**src/rtl/pump_lead_lag_ctrl.sv**
```systemverilog
// pump_lead_lag_ctrl: two-pump lead/lag fill scheduler with staggered start, min-on time and sensor fault.
// Define PUMP_LEAD_ROTATE_EN to alternate the lead pump on every completed fill.
module pump_lead_lag_ctrl #(
  parameter int MIN_ON    = 16,
  parameter int LAG_DELAY = 8,
  parameter int CNT_W     = 8
) (
  input  logic clk,
  input  logic reset_n,
  input  logic I,
  input  logic S,
  output logic P1,
  output logic P2,
  output logic lead,
  output logic fault
);
  typedef enum logic [1:0] {IDLE, LEAD, BOTH, FAULT} state_t;
  localparam logic [CNT_W-1:0] MIN_C = CNT_W'(MIN_ON);
  localparam logic [CNT_W-1:0] LAG_C = CNT_W'(LAG_DELAY);
  state_t state, state_nxt;
  logic [1:0] i_sync, s_sync;
  logic [CNT_W-1:0] run_cnt, dry_cnt, run_nxt, dry_nxt;
  logic is, ss, min_done, enter_lead, clr_run, lead_nxt;
  assign is = i_sync[1];
  assign ss = s_sync[1];
  assign min_done = run_cnt >= MIN_C;
  always_comb begin
    state_nxt = state;
    if (ss && !is) state_nxt = FAULT;
    else
      case (state)
        IDLE:  state_nxt = is ? IDLE : LEAD;
        LEAD:  state_nxt = (ss && min_done) ? IDLE : (!is && dry_cnt == LAG_C) ? BOTH : LEAD;
        BOTH:  state_nxt = !min_done ? BOTH : ss ? IDLE : is ? LEAD : BOTH;
        FAULT: state_nxt = ss ? FAULT : is ? IDLE : LEAD;
      endcase
  end
  assign enter_lead = state_nxt == LEAD && (state == IDLE || state == FAULT);
  assign clr_run = enter_lead || (state_nxt == BOTH && state == LEAD);
  assign run_nxt = clr_run ? '0 : min_done ? run_cnt : run_cnt + 1'b1;
  assign dry_nxt = (enter_lead || is) ? '0 : (state == LEAD && dry_cnt != LAG_C) ? dry_cnt + 1'b1 : dry_cnt;
`ifdef PUMP_LEAD_ROTATE_EN
  assign lead_nxt = lead ^ (state_nxt == IDLE && (state == LEAD || state == BOTH));
  always_ff @(posedge clk or negedge reset_n)
    if (!reset_n) lead <= 1'b0;
    else lead <= lead_nxt;
`else
  assign lead_nxt = 1'b0;
  assign lead = 1'b0;
`endif
  // low sensor sync resets to wet so releasing reset never looks like a fill demand
  always_ff @(posedge clk or negedge reset_n)
    if (!reset_n) begin
      i_sync  <= 2'b11;
      s_sync  <= 2'b00;
      state   <= IDLE;
      run_cnt <= '0;
      dry_cnt <= '0;
      P1      <= 1'b0;
      P2      <= 1'b0;
      fault   <= 1'b0;
    end else begin
      i_sync  <= {i_sync[0], I};
      s_sync  <= {s_sync[0], S};
      state   <= state_nxt;
      run_cnt <= run_nxt;
      dry_cnt <= dry_nxt;
      P1      <= state_nxt == BOTH || (state_nxt == LEAD && !lead_nxt);
      P2      <= state_nxt == BOTH || (state_nxt == LEAD && lead_nxt);
      fault   <= state_nxt == FAULT;
    end
endmodule

```
**config.mk**
```make
export PLATFORM = sky130hd
export DESIGN_NAME = pump_lead_lag_ctrl
export DESIGN_NICKNAME = d
export VERILOG_FILES = /design/src/rtl/pump_lead_lag_ctrl.sv
export SDC_FILE = /design/constraint.sdc
export NUM_CORES = 1
export LEC_CHECK = 0
export ABC_AREA = 0
export CAP_MARGIN = 20
export CORE_UTILIZATION = 48
export DETAILED_ROUTE_END_ITERATION = 16
export PLACE_DENSITY = 0.67
export SYNTH_ARGS = -nofsm -noshare
export SYNTH_HDL_FRONTEND = slang
export SYNTH_SLANG_ARGS = --single-unit
```
**constraint.sdc**
```tcl
create_clock -name clk -period 5.7 [get_ports clk]
set_input_delay 0.855 -clock clk [delete_from_list [all_inputs] [get_ports clk]]
set_output_delay 0.855 -clock clk [all_outputs]
set_load 0.005 [all_outputs]
```
==> results.rst, run 1 <==
.. list-table::
   :header-rows: 1

   * - Metric
     - Value
   * - Class of the most critical hold timing path
     - flip-flop to flip-flop
   * - WS Path Type
     - flip-flop to flip-flop
   * - Number of nets in the finished design
     - around 140
   * - Met3 capacity usage during global routing
     - 2.586%
   * - Cell chain of the critical path
     - inv_1 > ha_1 > nor4b_1 > nand3b_1 > a32o_1 > ha_1 > nand2b_1 > nand2b_1 > a21oi_1
   * - PnR worst setup slack
     - 3.187 ns
   * - Startpoint Class
     - flip-flop
   * - I/O pins
     - 8
   * - Number of nets with antenna violations after routing
     - 0
   * - Vias per cell
     - around 5.7
   * - Highest-delay cell along the critical path
     - dfrtp_1
   * - Warning count from the yosys run
     - 0
   * - Die extent in y
     - 53.39 um
   * - Multiplexer share of the synthesized area
     - 1.579%
   * - Most utilized layer in the global route result
     - met2
   * - Total power draw
     - roughly 0.00056 W
   * - CTS Hold Bufs
     - 0
   * - Capturing element type of the critical path
     - flip-flop
   * - Count of flip-flops with a built-in enable after synthesis
     - 0
   * - Relative max-transition margin
     - 58.79%
   * - Most common flop cell mapped by yosys
     - dfrtp_1
   * - Number of clock sinks
     - 25
   * - Worst setup slack after placement
     - approximately 3.2 ns
   * - Relative area change from synthesis to final layout
     - 10.37%
   * - Fraction of registers with async set or reset after synthesis
     - 100.0%
   * - Number of storage elements in the synthesis netlist
     - 25
   * - Worst EP required
     - between 5 and 6 ns
   * - Placement row count
     - 18
   * - Core Region
     - around 0.0025 mm2
   * - Worst-Skew Late Latency
     - roughly 0.33 ns
   * - Clock tree root driver cell
     - clkbuf_4
   * - Residual DRC count
     - 0
   * - Most frequently used cell type in the post-synthesis netlist
     - dfrtp_1
   * - Final worst path period need
     - approximately 2.5 ns
   * - DRC marker count from the first detailed-route iteration
     - 20
   * - Setup TNS
     - 0 ns
   * - Fin. max-slew vios
     - 0
   * - First-pass GRT wire length
     - 3.677 mm
   * - Number of post-CTS setup repair buffers
     - 0
   * - Data arrival, critical path
     - 2.77 ns
   * - Met2 global-route usage
     - between 20% and 30%
   * - Port Buffers
     - 6
   * - Peak ir drop on the vdd network
     - 0.3123 mV
   * - Max Freq
     - a little under 400 MHz
   * - Gate count of the mapped netlist
     - 119
   * - Number of max-cap violations
     - 0
   * - FF-to-FF Start
     - dry_cnt[0]
   * - Die Area
     - between 0.002 and 0.003 mm2
   * - Share of Yosys cell area claimed by the top area cell type
     - between 40% and 50%
   * - Combinational family with the most area after synthesis
     - simple AND/OR/NAND/NOR gates
   * - Run status
     - finished clean
   * - Compound-cell area share of the yosys netlist
     - between 10% and 20%
   * - Maximum number of pins on one net before global-route repair
     - 26
   * - Leak
     - around 0.63 nW
   * - Cell types with the highest counts after synthesis
     - dfrtp_1 (23), ha_1 (11), nand2_1 (11), inv_1 (9), a21oi_1 (7)
   * - Setup Viol. Count Final
     - 0
   * - Cell type contributing the most total cell area after synthesis
     - dfrtp_1
   * - Power density relative to cell area
     - roughly 400 mW/mm2
   * - Register clock-pin slew on the reported worst setup and hold paths
     - about 0.15 ns
   * - Inserted Clock Buffers
     - 3
   * - Die Span X
     - 53.39 um
   * - Total standard cell area after synthesis
     - approximately 0.0013 mm2
   * - Number of gates resized after CTS
     - 0
   * - Global router's overall resource usage
     - about 18%
   * - Final cell area excluding filler cells
     - 0.001399 mm2
   * - Largest stage delay on the critical path
     - around 0.44 ns
   * - Share of synthesized area occupied by flip-flops and latches
     - between 40% and 50%
   * - Initial antenna violation count
     - 0
   * - Synthesized area per cell
     - ~11 um2
   * - Source of the worst hold timing path
     - s_sync[0]
   * - Total routed wirelength
     - 2.126 mm
   * - Clock H-tree levels
     - 1
   * - Main area contributors after synthesis
     - dfrtp_1 (45%), ha_1 (11%), dfstp_2 (4.1%)
   * - Routability congestion estimate from global placement
     - 0.7622
   * - Via count
     - roughly 900
   * - RSZ-0062 raised after global routing
     - false
   * - Starting utilization of the core area
     - between 50% and 60%
   * - Congestion Overflow GR
     - 0
   * - Final hold vios
     - 0
   * - Routed length per placed instance
     - ~13 um
   * - Simple-gate share of the synthesized area
     - about a fifth
   * - Half-perimeter wire length after detailed placement
     - approximately 1.6 mm
   * - CTS tree
     - built
   * - Clock skew after layout
     - about 0.008 ns
   * - Ratio of cells with drive above 1 in the final layout
     - 8.594%
   * - Worst path top cell family by delay
     - simple AND/OR/NAND/NOR gates
   * - Largest driver fanout on the critical path
     - 9
   * - Xor and xnor fraction of the mapped netlist area
     - just over 2%
   * - Vias in the first global route
     - 860
   * - Met1 usage
     - 25.00%
   * - Cell area after placement
     - 0.001354 mm2
   * - Diodes inserted
     - 0
   * - Transition time at the pin with the least slew margin
     - approximately 0.62 ns
   * - Yosys cell types
     - 37
   * - Maximum buffer depth of the clock tree
     - 2
   * - Period utilization
     - 44.08%
   * - Syn Nets
     - roughly 130
   * - Count of buffering cells on the critical path with inverters included
     - 1
   * - First element of the critical path
     - dry_cnt[0]
   * - Adder-cell share of the synthesized area
     - approximately 11%
   * - Iteration count of the initial detailed-routing pass
     - 4
-- cells by family (layout without fill, tap and decap cells) --
kind of cell | count (synthesis) | in the layout
other | 1 | 1
buffers and inverters | 11 | 20
flip-flops | 25 | 25
AND/OR/NAND/NOR | 43 | 43
AO/OA/AOI/OAI | 23 | 23
adder cells (fa/ha/maj) | 11 | 11
multiplexers | 2 | 2
XOR/XNOR | 3 | 3
-- metal layers --
| metal | up-vias | routed length (um) |
|---|---|---|
| li1 | 435 | - |
| met1 | 440 | 1031 |
| met2 | 18 | 988 |
| met3 | 5 | 67 |
| met4 | 0 | 39 |
| met5 | - | 0 |
-- power by group --
group	internal, W	total [W]	switching, W	leakage [nW]
Combinational	0.000103	0.000229	0.000127	0.291
Clock	0.0000269	0.0000833	0.0000564	0.0139
Sequential	0.000217	0.000247	0.0000307	0.323
-- metrics by stage --
step	std cells	hold WS [ns]	util [%]
5_1_grt	158	0.3699	56.46
4_1_cts	157	0.3670	55.86
3_5_place_dp	153	0.3347	54.65
3_3_place_gp	153	0.3331	54.65
2_1_floorplan	119	0.3312	-
6_report	158	0.3664	56.46
-- registers in the layout (all words and copies together) (netlist names) --
register and count:
P2 1, P1 1, state 2, dry_cnt 8, s_sync 2, run_cnt 8, fault 1, i_sync 2
-- path summary, 6_finish.rpt --
| check | depth (start not counted) | end | slack [ns] |
|---|---|---|---|
| setup / recovery | 9 | dry_cnt[2] | 3.19 |
| hold / removal | 0 | s_sync[1] | 0.37 |
| setup reg to reg | 9 | dry_cnt[2] | 3.19 |
| hold reg to reg | 0 | s_sync[1] | 0.37 |
| max in group asynchronous | 2 | i_sync[1] | 4.22 |
| min in group asynchronous | 1 | run_cnt[3] | 0.89 |
-- cell usage in the layout (no fill, tap or decap), types with 2 or more instances in the layout --
master,synthesis,final
clkbuf_4,0,3
nand2_1,11,11
nor2_1,5,5
clkdlybuf4s50_1,0,6
nand4_1,3,3
mux2i_1,2,2
and3_1,2,2
dfstp_2,2,2
ha_1,11,11
o221ai_1,2,2
nand3b_1,5,5
inv_1,9,9
xor2_1,2,2
o21ai_0,5,5
nor2b_1,2,2
or3_1,4,4
dfrtp_1,23,23
a21oi_1,7,7
nand2b_1,4,4
-- worst register-to-register path, stage by stage, from the launching register on --
cell,delay (ns)
dfrtp_1,0.44
inv_1,0.09
ha_1,0.14
nor4b_1,0.39
nand3b_1,0.23
a32o_1,0.33
ha_1,0.21
nand2b_1,0.23
nand2b_1,0.21
a21oi_1,0.17
-- area by class of cell --
class                           instances  area [um2]
Tap cell                               30       37.54
Clock inverter                          1       7.507
Clock buffer                            3       22.52
Timing Repair Buffer                    7       75.07
Multi-Input combinational cell         83       594.3
Fill cell                             224        1079
Sequential cell                        25       628.1
Inverter                                9       33.78
No activity file was read; power rests on OpenSTA's default activity.
==> run 2: changes to the inputs <==
--- a/config.mk
+++ b/config.mk
@@ -9,7 +9,7 @@
 export CAP_MARGIN = 20
 export CORE_UTILIZATION = 48
 export DETAILED_ROUTE_END_ITERATION = 16
-export PLACE_DENSITY = 0.67
+export PLACE_DENSITY = 0.69
 export SYNTH_ARGS = -nofsm -noshare
 export SYNTH_HDL_FRONTEND = slang
 export SYNTH_SLANG_ARGS = --single-unit
==> constraint.sdc (replaced) <==
create_clock -name clk -period 2.1 [get_ports clk]
set_input_delay 0.315 -clock clk [delete_from_list [all_inputs] [get_ports clk]]
set_output_delay 0.315 -clock clk [all_outputs]
set_load 0.005 [all_outputs]
==> results.rst, run 2 (synthesis results as in run 1) <==
.. list-table::
   :header-rows: 1

   * - Metric
     - Value
   * - Run status
     - finished clean (unchanged)
   * - Cell chain of the critical path
     - or4_4 > nand2_2 > a32o_2 > ha_2 > nand2b_4 > buf_4 > and3_2 (was inv_1 > ha_1 > nor4b_1 > nand3b_1 > a32o_1 > ha_1 > nand2b_1 > nand2b_1 > a21oi_1)
   * - Period utilization
     - 97.93% (was 44.08%)
   * - Worst-Skew Late Latency
     - 0.31 ns (was 0.33 ns)
   * - Max Freq
     - 486.3 MHz (was 398.0 MHz)
   * - Hold_ws
     - 0.3416 ns (was 0.3664 ns)
   * - Switch share
     - 36.47% (was 38.17%)
   * - First-pass GRT wire length
     - 3.988 mm (was 3.677 mm)
   * - Number of max-cap violations
     - 0 (unchanged)
   * - Final design utilization
     - 63.08% (was 56.46%)
   * - Most common library cell in the layout ignoring fill and taps
     - dfrtp_1 (unchanged)
   * - Capturing element type of the critical path
     - flip-flop (unchanged)
   * - Via count
     - 967 (was 898)
   * - Inserted Clock Buffers
     - 3 (unchanged)
   * - Number of nets in the finished design
     - 157 (was 144)
   * - Total power draw
     - 0.001739 W (was 0.0005602 W)
   * - Vias per cell
     - 5.655 (was 5.684)
   * - Maximum number of pins on one net before global-route repair
     - 26 (unchanged)
   * - Startpoint Class
     - flip-flop (unchanged)
   * - Clock skew after layout
     - 0.002567 ns (was 0.008240 ns)
   * - Number of nets with antenna violations after routing
     - 0 (unchanged)
   * - Die Area
     - 0.002850 mm2 (unchanged)
   * - Multi-input gate area in the final layout
     - 671.9 um2 (was 594.3 um2)
   * - Leak
     - 0.7258 nW (was 0.6272 nW)
   * - Residual DRC count
     - 0 (unchanged)
   * - Register clock-pin slew on the reported worst setup and hold paths
     - 0.13 ns (was 0.15 ns)
   * - Data arrival, critical path
     - 2.27 ns (was 2.77 ns)
   * - DRC marker count from the first detailed-route iteration
     - 21 (was 20)
   * - PnR worst setup slack
     - 0.04348 ns (was 3.187 ns)
   * - Worst EP required
     - 2.31 ns (was 5.96 ns)
   * - Relative area change from synthesis to final layout
     - 23.30% (was 10.37%)
   * - WS Path Type
     - flip-flop to flip-flop (unchanged)
   * - Die extent in y
     - 53.39 um (unchanged)
   * - Port Buffers
     - 6 (unchanged)
   * - Iteration count of the initial detailed-routing pass
     - 5 (was 4)
   * - Power density relative to cell area
     - 1112 mW/mm2 (was 400.5 mW/mm2)
   * - Reg2Reg Depth
     - 7 (was 9)
   * - Total routed wirelength
     - 2.527 mm (was 2.126 mm)
   * - Net switching power of the design
     - 0.0006340 W (was 0.0002138 W)
   * - Worst setup slack after placement
     - -0.07590 ns (was 3.170 ns)
   * - Clk network pwr share
     - 12.0% (was 14.9%)
   * - Logic pwr share
     - 50.0% (was 41.0%)
   * - Initial antenna violation count
     - 0 (unchanged)
   * - Half-perimeter wire length after detailed placement
     - 1.714 mm (was 1.572 mm)
   * - Final worst path period need
     - 2.057 ns (was 2.513 ns)
   * - Ratio of cells with drive above 1 in the final layout
     - 25.53% (was 8.594%)
   * - Final hold vios
     - 0 (unchanged)
   * - Peak ir drop on the vdd network
     - 0.6947 mV (was 0.3123 mV)
   * - Sequential fraction of design power
     - 38.0% (was 44.2%)
   * - Largest registers
     - dry_cnt x8, run_cnt x8 (unchanged)
   * - Fin. max-slew vios
     - 0 (unchanged)
   * - Largest stage delay on the critical path
     - 0.57 ns (was 0.44 ns)
   * - Clock H-tree levels
     - 1 (unchanged)
   * - Clock tree root driver cell
     - clkbuf_4 (unchanged)
   * - Class of the most critical hold timing path
     - primary input to async pin (was flip-flop to flip-flop)
   * - Highest-delay cell along the critical path
     - or4_4 (was dfrtp_1)
   * - Diodes inserted
     - 0 (unchanged)
   * - Placement row count
     - 18 (unchanged)
   * - Most frequent cells in the layout
     - dfrtp_1 (23), buf_4 (14), inv_1 (9), nand2_1 (9), ha_1 (8) (was dfrtp_1 (23), nand2_1 (11), ha_1 (11), inv_1 (9), a21oi_1 (7))
   * - Maximum buffer depth of the clock tree
     - 2 (unchanged)
   * - CTS tree
     - built (unchanged)
   * - Number of clock sinks
     - 25 (unchanged)
   * - I/O pins
     - 8 (unchanged)
   * - Global router's overall resource usage
     - 19.93% (was 17.93%)
   * - Vias in the first global route
     - 934 (was 860)
   * - Setup Viol. Count Final
     - 0 (unchanged)
   * - Internal power summed over all cells
     - 0.001104 W (was 0.0003464 W)
   * - Routed length per placed instance
     - 14.78 um (was 13.46 um)
   * - Routability congestion estimate from global placement
     - 0.8812 (was 0.7622)
   * - Core Region
     - 0.002477 mm2 (unchanged)
   * - Filler cells
     - 204 (was 224)
   * - Register area
     - 628.1 um2 (unchanged)
   * - Starting utilization of the core area
     - 51.16% (unchanged)
   * - Largest driver fanout on the critical path
     - 7 (was 9)
   * - Congestion Overflow GR
     - 0 (unchanged)
   * - RSZ-0062 raised after global routing
     - false (unchanged)
   * - Die Span X
     - 53.39 um (unchanged)
run 2: per-stage QoR:
| step | setup TNS, ns | instances | area [um2] |
|---|---|---|---|
| 6_report | 0 | 171 | 1563 |
| 5_1_grt | 0 | 171 | 1563 |
| 4_1_cts | 0 | 168 | 1484 |
| 3_5_place_dp | -0.4108 | 164 | 1443 |
| 3_3_place_gp | 0 | 164 | 1443 |
| 2_1_floorplan | 0 | 119 | 1275 |
run 2: path summary, 6_finish.rpt:
kind / from / end / slack [ns]
worst max-delay path: run_cnt[6] / run_cnt[7] / 0.04
worst min-delay path: reset_n / run_cnt[3] / 0.34
worst max register to register: run_cnt[6] / run_cnt[7] / 0.04
worst min register to register: s_sync[0] / s_sync[1] / 0.37
max in group asynchronous: reset_n / i_sync[0] / 1.47
min in group clk: s_sync[0] / s_sync[1] / 0.37
run 2: cell type report:
| type | count | area share [%] |
|---|---|---|
| Multi-Input combinational cell | 83 | 42.99 |
| Sequential cell | 25 | 40.19 |
| Timing Repair Buffer | 20 | 10.57 |
| Tap cell | 30 | 2.402 |
| Inverter | 9 | 2.162 |
| Clock buffer | 4 | 1.681 |
run 2: worst max-delay path, delay by kind of cell, from the launching register on:
family                     cells  cell delay (ns)
and+or+nand+nor                4             0.96
DFF                            1             0.45
AOI/OAI and AO/OA              1             0.21
adders and majority gates      1             0.20
buffers and inverters          1             0.15
run 2: what timing repair did:
action / in CTS / in global routing
pin swaps: 0 / 3
gates resized for setup: 4 / 11
setup buffers: 0 / 3
setup endpoints to repair: 14 / 16
hold endpoints to repair: 0 / 0
hold buffers: 0 / 0
run 2: power by group through the flow:
stage	sequential, W	clock (W)	combinational [W]
after floorplan	0.000664	0	0.000455
after global placement	0.000662	0	0.000717
final	0.000661	0.000208	0.000869
after global routing	0.000673	0.000244	0.000964
after CTS	0.000660	0.000219	0.000778
after detailed placement	0.000670	0	0.000740
run 2: metal layers:
layer | wire length (um) | track usage, % | vias up | share of wire, %
li1 | - | - | 462 | -
met1 | 1125 | 26.46 | 473 | 45
met2 | 1224 | 31.46 | 21 | 48
met3 | 73 | 3.448 | 11 | 2.9
met5 | 0 | 0 | - | 0
met4 | 103 | 8.772 | 0 | 4.1
==> run 3: changes to the inputs <==
--- a/config.mk
+++ b/config.mk
@@ -6,10 +6,12 @@
 export NUM_CORES = 1
 export LEC_CHECK = 0
 export ABC_AREA = 0
-export CAP_MARGIN = 20
+export CAP_MARGIN = 0
+export CORE_ASPECT_RATIO = 0.6
 export CORE_UTILIZATION = 48
 export DETAILED_ROUTE_END_ITERATION = 16
 export PLACE_DENSITY = 0.69
+export SLEW_MARGIN = 20
 export SYNTH_ARGS = -nofsm -noshare
 export SYNTH_HDL_FRONTEND = slang
 export SYNTH_SLANG_ARGS = --single-unit
==> results.rst, run 3 (synthesis results as in run 1) <==
.. list-table::
   :header-rows: 1

   * - Metric
     - Value
   * - Run status
     - finished clean (unchanged)
   * - Maximum number of pins on one net before global-route repair
     - 26 (unchanged)
   * - Die Span X
     - 68.34 um (was 53.39 um)
   * - CTS tree
     - built (unchanged)
   * - CTS Hold Bufs
     - 0 (unchanged)
   * - Setup Viol. Count Final
     - 0 (unchanged)
   * - Total routed wirelength
     - 2.487 mm (was 2.527 mm)
   * - Clock H-tree levels
     - 1 (unchanged)
   * - Register clock-pin slew on the reported worst setup and hold paths
     - 0.08 ns (was 0.13 ns)
   * - Worst EP required
     - 2.28 ns (was 2.31 ns)
   * - Iteration count of the initial detailed-routing pass
     - 7 (was 5)
   * - Sequential fraction of design power
     - 35.8% (was 38.0%)
   * - Power density relative to cell area
     - 1173 mW/mm2 (was 1112 mW/mm2)
   * - Vias per cell
     - 5.540 (was 5.655)
   * - I/O pins
     - 8 (unchanged)
   * - Largest driver fanout on the critical path
     - 7 (unchanged)
   * - Die extent in y
     - 41.81 um (was 53.39 um)
   * - Maximum buffer depth of the clock tree
     - 2 (unchanged)
   * - Met3 capacity usage during global routing
     - 5.769% (was 3.448%)
   * - Internal power summed over all cells
     - 0.001181 W (was 0.001104 W)
   * - Global router's overall resource usage
     - 19.86% (was 19.93%)
   * - Half-perimeter wire length after detailed placement
     - 1.791 mm (was 1.714 mm)
   * - Port Buffers
     - 6 (unchanged)
   * - Relative max-transition margin
     - 66.95%
   * - Diodes inserted
     - 0 (unchanged)
   * - Leak
     - 0.7308 nW (was 0.7258 nW)
   * - Clk network pwr share
     - 15.8% (was 12.0%)
   * - Transition time at the pin with the least slew margin
     - ~0.5 ns
   * - Initial antenna violation count
     - 0 (unchanged)
   * - Period utilization
     - 96.52% (was 97.93%)
   * - Ratio of cells with drive above 1 in the final layout
     - 23.94% (was 25.53%)
   * - Most common library cell in the layout ignoring fill and taps
     - dfrtp_1 (unchanged)
   * - Relative area change from synthesis to final layout
     - 24.09% (was 23.30%)
   * - Via count
     - 964 (was 967)
   * - Starting utilization of the core area
     - 50.60% (was 51.16%)
   * - Logic pwr share
     - 48.4% (was 50.0%)
   * - Peak ir drop on the vdd network
     - 0.6720 mV (was 0.6947 mV)
   * - Final hold vios
     - 0 (unchanged)
   * - Worst-Skew Late Latency
     - 0.27 ns (was 0.31 ns)
   * - PnR worst setup slack
     - 0.07309 ns (was 0.04348 ns)
   * - Filler cells
     - 189 (was 204)
   * - Vias in the first global route
     - 910 (was 934)
   * - Most utilized layer in the global route result
     - met1 (was met2)
   * - Net switching power of the design
     - 0.0006645 W (was 0.0006340 W)
   * - Core Region
     - 0.002505 mm2 (was 0.002477 mm2)
   * - Number of nets with antenna violations after routing
     - 0 (unchanged)
   * - Clock tree root driver cell
     - clkbuf_8 (was clkbuf_4)
   * - Number of clock sinks
     - 25 (unchanged)
   * - Number of nets in the finished design
     - 158 (was 157)
   * - Data arrival, critical path
     - 2.21 ns (was 2.27 ns)
   * - Max Freq
     - 493.4 MHz (was 486.3 MHz)
   * - Hold path cells
     - 0
   * - Routed length per placed instance
     - 14.29 um (was 14.78 um)
   * - Number of max-cap violations
     - 0 (unchanged)
   * - First-pass GRT wire length
     - 4.098 mm (was 3.988 mm)
   * - Clock skew after layout
     - 0.008610 ns (was 0.002567 ns)
   * - Fin. max-slew vios
     - 0 (unchanged)
   * - Inserted Clock Buffers
     - 3 (unchanged)
   * - WS Path Type
     - flip-flop to flip-flop (unchanged)
   * - Met1 usage
     - 29.01% (was 26.46%)
   * - Class of the most critical hold timing path
     - flip-flop to flip-flop (was primary input to async pin)
   * - Congestion Overflow GR
     - 0 (unchanged)
   * - Die Area
     - 0.002857 mm2 (was 0.002850 mm2)
   * - Capturing element type of the critical path
     - flip-flop (unchanged)
   * - Startpoint Class
     - flip-flop (unchanged)
   * - Final worst path period need
     - 2.027 ns (was 2.057 ns)
   * - Worst setup slack after placement
     - -0.03620 ns (was -0.07590 ns)
   * - Routability congestion estimate from global placement
     - 0.9430 (was 0.8812)
   * - Largest registers
     - dry_cnt x8, run_cnt x8 (unchanged)
   * - Met2 global-route usage
     - 28.24% (was 31.46%)
   * - Reg2Reg Depth
     - 10 (was 7)
   * - Most frequent cells in the layout
     - dfrtp_1 (23), buf_4 (14), nand2_1 (10), ha_1 (9), inv_1 (8) (was dfrtp_1 (23), buf_4 (14), inv_1 (9), nand2_1 (9), ha_1 (8))
   * - DRC marker count from the first detailed-route iteration
     - 62 (was 21)
   * - Residual DRC count
     - 0 (unchanged)
   * - Setup TNS
     - 0 ns (unchanged)
   * - Placement row count
     - 14 (was 18)
   * - Switch share
     - 36.01% (was 36.47%)
-- run 3: worst paths after layout --
path | from | to | slack, ns
max | dry_cnt[0] | dry_cnt[0] | 0.07
min | i_sync[0] | i_sync[1] | 0.36
max reg2reg | dry_cnt[0] | dry_cnt[0] | 0.07
min reg2reg | i_sync[0] | i_sync[1] | 0.36
max in group asynchronous | reset_n | i_sync[1] | 1.41
min in group asynchronous | reset_n | dry_cnt[6] | 0.39
-- run 3: worst max-delay path, stage by stage, from the launching register on --
cell and delay (ns):
dfrtp_1 0.39, inv_2 0.07, ha_1 0.15, nor4b_4 0.21
nand3b_1 0.16, a32o_2 0.32, ha_2 0.20, nand2b_4 0.09
buf_6 0.12, nand3b_1 0.07, mux2i_1 0.16
-- run 3: area by class of cell --
| cell class | count | area, um2 | area share [%] |
|---|---|---|---|
| Clock inverter | 1 | 7.507 | 0.4773 |
| Tap cell | 32 | 40.04 | 2.546 |
| Multi-Input combinational cell | 83 | 645.6 | 41.05 |
| Sequential cell | 25 | 628.1 | 39.94 |
| Timing Repair Buffer | 21 | 176.4 | 11.22 |
| Clock buffer | 3 | 41.29 | 2.625 |
| Inverter | 9 | 33.78 | 2.148 |
-- run 3: per-stage QoR --
step	util (%)	total power, W	instance area, um2	hold WS (ns)	instances
3_3_place_gp	57.99	0.001391	1453	0.3388	167
2_1_floorplan	-	0.001118	1275	0.01941	119
6_report	62.79	0.001845	1573	0.3614	174
3_5_place_dp	57.99	0.001424	1453	0.3434	167
4_1_cts	61.14	0.001758	1531	0.3634	172
5_1_grt	62.79	0.001968	1573	0.3684	174
-- run 3: power groups by stage --
stage,clock (W),sequential [W],combinational [W]
global route,0.000317,0.000671,0.000981
floorplan,0,0.000664,0.000455
finish,0.000291,0.000661,0.000893
CTS,0.000297,0.000660,0.000801
detailed placement,0,0.000669,0.000754
global placement,0,0.000664,0.000727
-- run 3: metal layers --
layer	part of all wire, %	vias up
met5	0	-
met4	0.84	0
met3	2.9	2
met2	44	14
met1	52	484
li1	-	464
-- run 3: timing repair --
item,4_1_cts,5_1_grt
endpoints found under the setup margin,3,16
resized for setup,5,6
pin swaps,1,1
buffers inserted,1,2
cloned,0,0
